<file path="src/rtl/fetch_queue.sv">
// rtl/fetch_queue.sv - show-ahead instruction buffer between fetch and decode
//
// Purpose:
//   Circular buffer of fetch bundles. Each bundle holds the PC, PC+4,
//   instruction word, predictor enable and predictor decision. When decode
//   stalls, bundles accumulate here. Fetch stalls only when every entry is
//   occupied. A flush discards all buffered bundles in a single cycle.
//
// Ports:
//   clk, rst                  rising-edge clock, synchronous active-high reset
//   flush                     discard every entry (redirect)
//   push_valid_F/push_ready_F fetch-side handshake
//   PC_out_F, normal_F,       fetch bundle: PC, PC+4, instruction,
//   inst_F, BP_en_F,          branch flag and predictor decision
//   BP_decision_F
//   pop_ready_DE/pop_valid_DE decode-side handshake
//   PC_out_DE ... BP_decision_DE  head bundle, read combinationally
//   count                     current occupancy, 0..DEPTH

module fetch_queue #(
    parameter int WIDTH = 32,
    parameter int DEPTH = 4
) (
    input  logic                       clk,
    input  logic                       rst,
    input  logic                       flush,
    input  logic                       push_valid_F,
    output logic                       push_ready_F,
    input  logic [WIDTH-1:0]           PC_out_F,
    input  logic [WIDTH-1:0]           normal_F,
    input  logic [WIDTH-1:0]           inst_F,
    input  logic                       BP_en_F,
    input  logic                       BP_decision_F,
    input  logic                       pop_ready_DE,
    output logic                       pop_valid_DE,
    output logic [WIDTH-1:0]           PC_out_DE,
    output logic [WIDTH-1:0]           normal_DE,
    output logic [WIDTH-1:0]           inst_DE,
    output logic                       BP_en_DE,
    output logic                       BP_decision_DE,
    output logic [$clog2(DEPTH+1)-1:0] count
);

    localparam int PW = $clog2(DEPTH);
    localparam int CW = $clog2(DEPTH+1);

    // NOP presented to decode whenever the queue is empty (addi x0, x0, 0).
    localparam logic [WIDTH-1:0] NOP = WIDTH'(32'h0000_0013);

    logic [WIDTH-1:0] pc_mem     [DEPTH];
    logic [WIDTH-1:0] normal_mem [DEPTH];
    logic [WIDTH-1:0] inst_mem   [DEPTH];
    logic             bp_en_mem  [DEPTH];
    logic             bp_dec_mem [DEPTH];

    logic [PW-1:0] wr_ptr;
    logic [PW-1:0] rd_ptr;

    logic push_fire;
    logic pop_fire;

    // Ready comes only from registered occupancy, so no combinational path
    // exists from decode's stall back into fetch. A full queue refuses a push
    // even when a pop happens in the same cycle.
    assign push_ready_F = (count < CW'(DEPTH));
    assign pop_valid_DE = (count != '0);

    assign push_fire = push_valid_F && push_ready_F && !flush;
    assign pop_fire  = pop_valid_DE && pop_ready_DE && !flush;

    // Pointers and occupancy. Pointer width is log2(DEPTH), so the
    // increment wraps DEPTH-1 -> 0 on its own.
    always_ff @(posedge clk) begin
        if (rst || flush) begin
            wr_ptr <= '0;
            rd_ptr <= '0;
            count  <= '0;
        end else begin
            if (push_fire) begin
                wr_ptr <= wr_ptr + PW'(1);
            end
            if (pop_fire) begin
                rd_ptr <= rd_ptr + PW'(1);
            end
            if (push_fire && !pop_fire) begin
                count <= count + CW'(1);
            end else if (pop_fire && !push_fire) begin
                count <= count - CW'(1);
            end
        end
    end

    // Bundle storage. All fields of a bundle are written together at the
    // same index so they can never be split across entries. Only reset
    // clears the contents; a flush leaves stale data behind the pointers.
    always_ff @(posedge clk) begin
        if (rst) begin
            for (int i = 0; i < DEPTH; i++) begin
                pc_mem[i]     <= '0;
                normal_mem[i] <= '0;
                inst_mem[i]   <= '0;
                bp_en_mem[i]  <= 1'b0;
                bp_dec_mem[i] <= 1'b0;
            end
        end else if (push_fire) begin
            pc_mem[wr_ptr]     <= PC_out_F;
            normal_mem[wr_ptr] <= normal_F;
            inst_mem[wr_ptr]   <= inst_F;
            bp_en_mem[wr_ptr]  <= BP_en_F;
            bp_dec_mem[wr_ptr] <= BP_decision_F;
        end
    end

    // Show-ahead head read. An empty queue presents a NOP with all other
    // fields zero, so decode never sees stale storage.
    always_comb begin
        PC_out_DE      = '0;
        normal_DE      = '0;
        inst_DE        = NOP;
        BP_en_DE       = 1'b0;
        BP_decision_DE = 1'b0;
        if (pop_valid_DE) begin
            PC_out_DE      = pc_mem[rd_ptr];
            normal_DE      = normal_mem[rd_ptr];
            inst_DE        = inst_mem[rd_ptr];
            BP_en_DE       = bp_en_mem[rd_ptr];
            BP_decision_DE = bp_dec_mem[rd_ptr];
        end
    end

endmodule

</file>
<file path="config.mk">
export PLATFORM = sky130hd
export DESIGN_NAME = fetch_queue
export DESIGN_NICKNAME = d
export VERILOG_FILES = /design/src/rtl/fetch_queue.sv
export SDC_FILE = /design/constraint.sdc
export NUM_CORES = 1
export LEC_CHECK = 0
export ABC_AREA = 1
export CORE_ASPECT_RATIO = 1.4
export CORE_MARGIN = 2
export CORE_UTILIZATION = 50
export CTS_CLUSTER_SIZE = 16
export DETAILED_ROUTE_END_ITERATION = 10
export PLACE_DENSITY = 0.82
export SKIP_LAST_GASP = 1
export SYNTH_ARGS = -nofsm -noshare
export SYNTH_HDL_FRONTEND = slang
export SYNTH_SLANG_ARGS = --single-unit
</file>
<file path="constraint.sdc">
create_clock -name clk -period 11.44 [get_ports clk]
set_clock_uncertainty 0.2 [all_clocks]
set_input_delay 3.432 -clock clk [delete_from_list [all_inputs] [get_ports clk]]
set_output_delay 3.432 -clock clk [all_outputs]
set_load 0.02 [all_outputs]
</file>
== Yosys cells after proc, flatten, opt, wreduce, memory -nomap -nowiden ==
Memories as Yosys holds them, arrays and structs flattened. A register that Yosys moved wholly into a read port is not among the register bits.
Cells that the tools add are included.
Storage, ports and cells
  bits of input ports: 103
  register bits after elaboration: 7
  memory bits (writable): 392
  memories: 5
  output and inout bits: 103
  word-level logic and storage cells: 67
Memories
  inst_mem: depth 4, width 32, rd ports 1, clocked after memory_dff 1, write ports 4, line 52  | logic [WIDTH-1:0] inst_mem [DEPTH];
  normal_mem: depth 4, width 32, rd ports 1, clocked after memory_dff 1, write ports 4, line 51  | logic [WIDTH-1:0] normal_mem [DEPTH];
  pc_mem: depth 4, width 32, rd ports 1, clocked after memory_dff 1, write ports 4, line 50  | logic [WIDTH-1:0] pc_mem [DEPTH];
  bp_dec_mem: depth 4, width 1, rd ports 1, clocked after memory_dff 1, write ports 4, line 54  | logic bp_dec_mem [DEPTH];
  bp_en_mem: depth 4, width 1, rd ports 1, clocked after memory_dff 1, write ports 4, line 53  | logic bp_en_mem [DEPTH];
Cells by class
  reduce and logical (&&, ||, !) cells: 17
  mux-type cells: 37
  order comparisons: 1
  $add $sub $neg: 4
Operators by type and width (count)
  $mux 32: 6
  $reduce_or 32->1: 3
  $mux 2: 15
  $mux 1: 14
  $logic_and 1x1->1: 6
  $mux 3: 2
  $add 2x1->2 const B: 2
  $add 3x1->3 const B: 1
  $logic_not 1->1: 3
  $lt 3x3->1 const B: 1
  $reduce_bool 3->1: 1
  $sub 3x1->3 const B: 1
  $reduce_bool 2->1: 1
  $reduce_or 1->1: 2
  $logic_or 1x1->1: 1

== Logic depth before layout (Yosys ltp) ==
  depth after elaboration: 8
  mapped depth: 12

== Worst setup path before layout ==
No wires, ideal clock.
  kind: input to register
  start: input flush
  end: memory bp_dec_mem[2], enable pin
  setup slack: -0.021 ns
  cell stages on the path: 3
  arrival: 10.571 ns
  cell sequence: nor2_1 -> nand2_1 -> o21ai_0
RTL lines
  start: declaration: line 26  | input logic flush,
  end: declaration: line 54

==> results.md <==
* Die ar. at about 37000 um2
* Slowest-stage cell, CP: inv_4
* Synth Flop Type: edfxtp_1
* Number of synthesized flops with an enable pin at between 300 and 400
* Final Hold Viols at 0
* Initial antenna violation count at 1
* Startpoint Class: register
* DRT antenna net count at 0
* Final setup fails at 0
* Setup TNS at 0 ns
* Post-synth ARST share at 0%
* Critical R2R Launch: count[2]
* Clock-pin slew on the worst setup and hold paths at around 0.06 ns
* Largest net degree at the start of global routing at 110
* Residual DRC count at 0
* Vert. Die Dim at between 200 and 250 um
* Hold_buf cts at 0
* Clock root buffer master: clkbuf_16
* CP Max Fanout at 109
* Required time worst endpoint at 7.81 ns
* Yosys warns at 0
* Num CTS Buffers at 37
* Gr usage total at 24.12%
* Syn_nets at about 1900
* Core ar. at 34760 um2
* Maximum vdd drop at about 0.14 mV
* RSZ-0062 raised after global routing: false
* Port buffer count at around 210
* R2r setup slk at approximately 7.8 ns
* # diodes at 0
* Layout net count at ~2000
* Placed cell area at 19870 um2
* CP max stage delay at roughly 0.78 ns
* Initial core utilization at about half
* Setup Crit Path Kind: register to output port
* Period utilization at 65.44%
* Detail Placement HPWL at 24900 um
* Post-Syn Area at between 15000 and 20000 um2
* Top cell type's share of synthesized area at between 60% and 70%
* Type of the most critical hold path: register to register
* CTS Buffer Depth at 3
* Rows at just over 80
* Most numerous cell in the Yosys netlist: nor2_1
* Crit path DAT at 3.85 ns
* Die W at 162.3 um
* Cells on worst reg2reg path at 6
* H-tree depth at 2
* Setup bufs post-CTS at 0
* Grt ovf at 0
* Vias in the first global route at between 10000 and 15000
* Iteration-0 DRC Markers at approximately 1300
* Worst Hold Launch: rd_ptr[0]
* Routed vias at ~13000
* Placer Congestion at 0.7818
* Share of cells above drive strength 1 at 4.465%
* WHS Path Cells at 2
* Synth Register Bits at ~400
* Post-Layout Inst Area at around 21000 um2
* Clock sinks at ~400
* Post-synth top cells: nor2_1, edfxtp_1, o21ai_0, nand2_1, inv_1
* Worst skew pair latency at 0.53 ns
* Register area share after synthesis at between 60% and 70%
* Post-synth cell types at 20
* R2r endpoint: pc_mem[0][22]
* Outcome: completed
* CTS tree: built
* Synth area leader: edfxtp_1
* CP Capture Type: output port
* CTS resizes at 0
* Routed len/inst at 18.64 um
* Synth Area per Inst at ~10 um2
* End point of the worst hold path: rd_ptr[0]
* Synth Instances at between 1500 and 2000
* Power Dens Cells at approximately 150 nW/um2
* First-pass GRT wire length at 68320 um
* Worst-margin pin slew at roughly 1.0 ns
* Layout area overhead at 19.62%
* Leakage Power at 7.896 nW
* DRT Wirelength at between 40000 and 50000 um
* I/O pins at about 210
* CP Cell Sequence: inv_4 > buf_4 > o21ai_0 > a21oi_1 > clkdlybuf4s50_1
* Vias/cell at 5.471
* Final min period at about 7.5 ns
* Fill cells at roughly 2800
* 1st-pass router iterations at 5
* Slew margin rel. at a little under a third
* Max Cap Viol at 0
* Fmax at ~0.13 GHz
* Max Slew Vio Count at 0
* Top post-synthesis cells by area: edfxtp_1, nor2_1, o21ai_0, a21oi_1, nand2_1
how the worst max path moves through the flow:
stage,start,endpoint,slack (ns),depth (start not counted)
6_report,register,normal_DE[17],3.95,5
3_3_place_gp,flush,normal_mem[0][18],4.16,7
2_1_floorplan,flush,bp_dec_mem[2],2.62,3
4_1_cts,register,normal_DE[17],3.91,5
5_1_grt,register,normal_DE[17],3.67,5
3_5_place_dp,flush,pc_mem[0][13],4.18,7
per-layer routing:
| metal | up-vias | global-route usage, % | wire length, um |
|---|---|---|---|
| li1 | 6092 | - | - |
| met1 | 6259 | 27.56 | 15990 |
| met2 | 569 | 43.56 | 23400 |
| met3 | 111 | 3.912 | 3111 |
| met4 | 2 | 12.22 | 1890 |
| met5 | - | 0 | 13 |
through the flow:
stage | worst slack [ns] | std cells | total power [W] | hold WS (ns) | utilization [%]
floorplan | 2.624 | 1755 | 0.001855 | 0.2654 | -
global placement | 4.164 | 2319 | 0.001969 | 0.2849 | 57.16
detailed placement | 4.177 | 2319 | 0.001977 | 0.3141 | 57.16
CTS | 3.914 | 2382 | 0.003132 | 0.3229 | 60.39
global route | 3.669 | 2382 | 0.003217 | 0.3613 | 60.39
finish | 3.954 | 2382 | 0.003124 | 0.3201 | 60.39
power by group:
group          total, W  internal [W]  switching [W]
logic          0.000257     0.0000902       0.000167
registers       0.00169       0.00167      0.0000177
clock network   0.00118      0.000666       0.000511
cell families (layout without fill, tap and decap cells):
group,count (synthesis),after routing,synth area share [%]
buffers and inverters,229,400,5.276
AND/OR/NAND/NOR,819,819,17.76
AO/OA/AOI/OAI,304,304,8.670
adder cells (fa/ha/maj),2,2,0.1854
flip-flops,401,401,68.11
registers in the layout (all words and copies together), names as in the netlist, named ones only:
register / flops
bp_en_mem: 4
normal_mem: 128
wr_ptr: 2
pc_mem: 128
inst_mem: 128
rd_ptr: 2
bp_dec_mem: 4
count: 3
layout by cell type, fill, tap and decap left out:
master             n
nor2_1           673
edfxtp_1         392
clkdlybuf4s50_1  205
o21ai_0          194
nand2_1          128
inv_1            111
a21oi_1          108
clkbuf_16         37
buf_4             17
clkbuf_1          12
nor2_2             9
clkinv_2           7
dfxtp_1            7
clkinv_1           4
nand2_4            3
nand3_1            3
bufinv_16          3
o21ai_4            2
dfxtp_4            2
inv_6              2
inv_4              1
nor2_4             1
nand3_4            1
nand4_1            1
fa_1               1
ha_1               1
clkinvlp_4         1
critical path: cells and delay by family (launching register included):
family,cells,cell delay (ns)
buffers and inverters,3,2.20
DFF,1,0.53
AOI/OAI and AO/OA,2,0.51
cell type report:
| type | count | area [um2] | share of cell area [%] |
|---|---|---|---|
| multi-input combinational | 1125 | 4723 | 22.50 |
| tap | 456 | 570.5 | 2.718 |
| clock inverter | 14 | 150.1 | 0.7153 |
| sequential | 401 | 11960 | 56.97 |
| inverter | 115 | 437.9 | 2.086 |
| clock buffer | 49 | 970.9 | 4.625 |
| timing repair buffer | 222 | 2180 | 10.38 |
No activity file was read; power rests on OpenSTA's default activity.
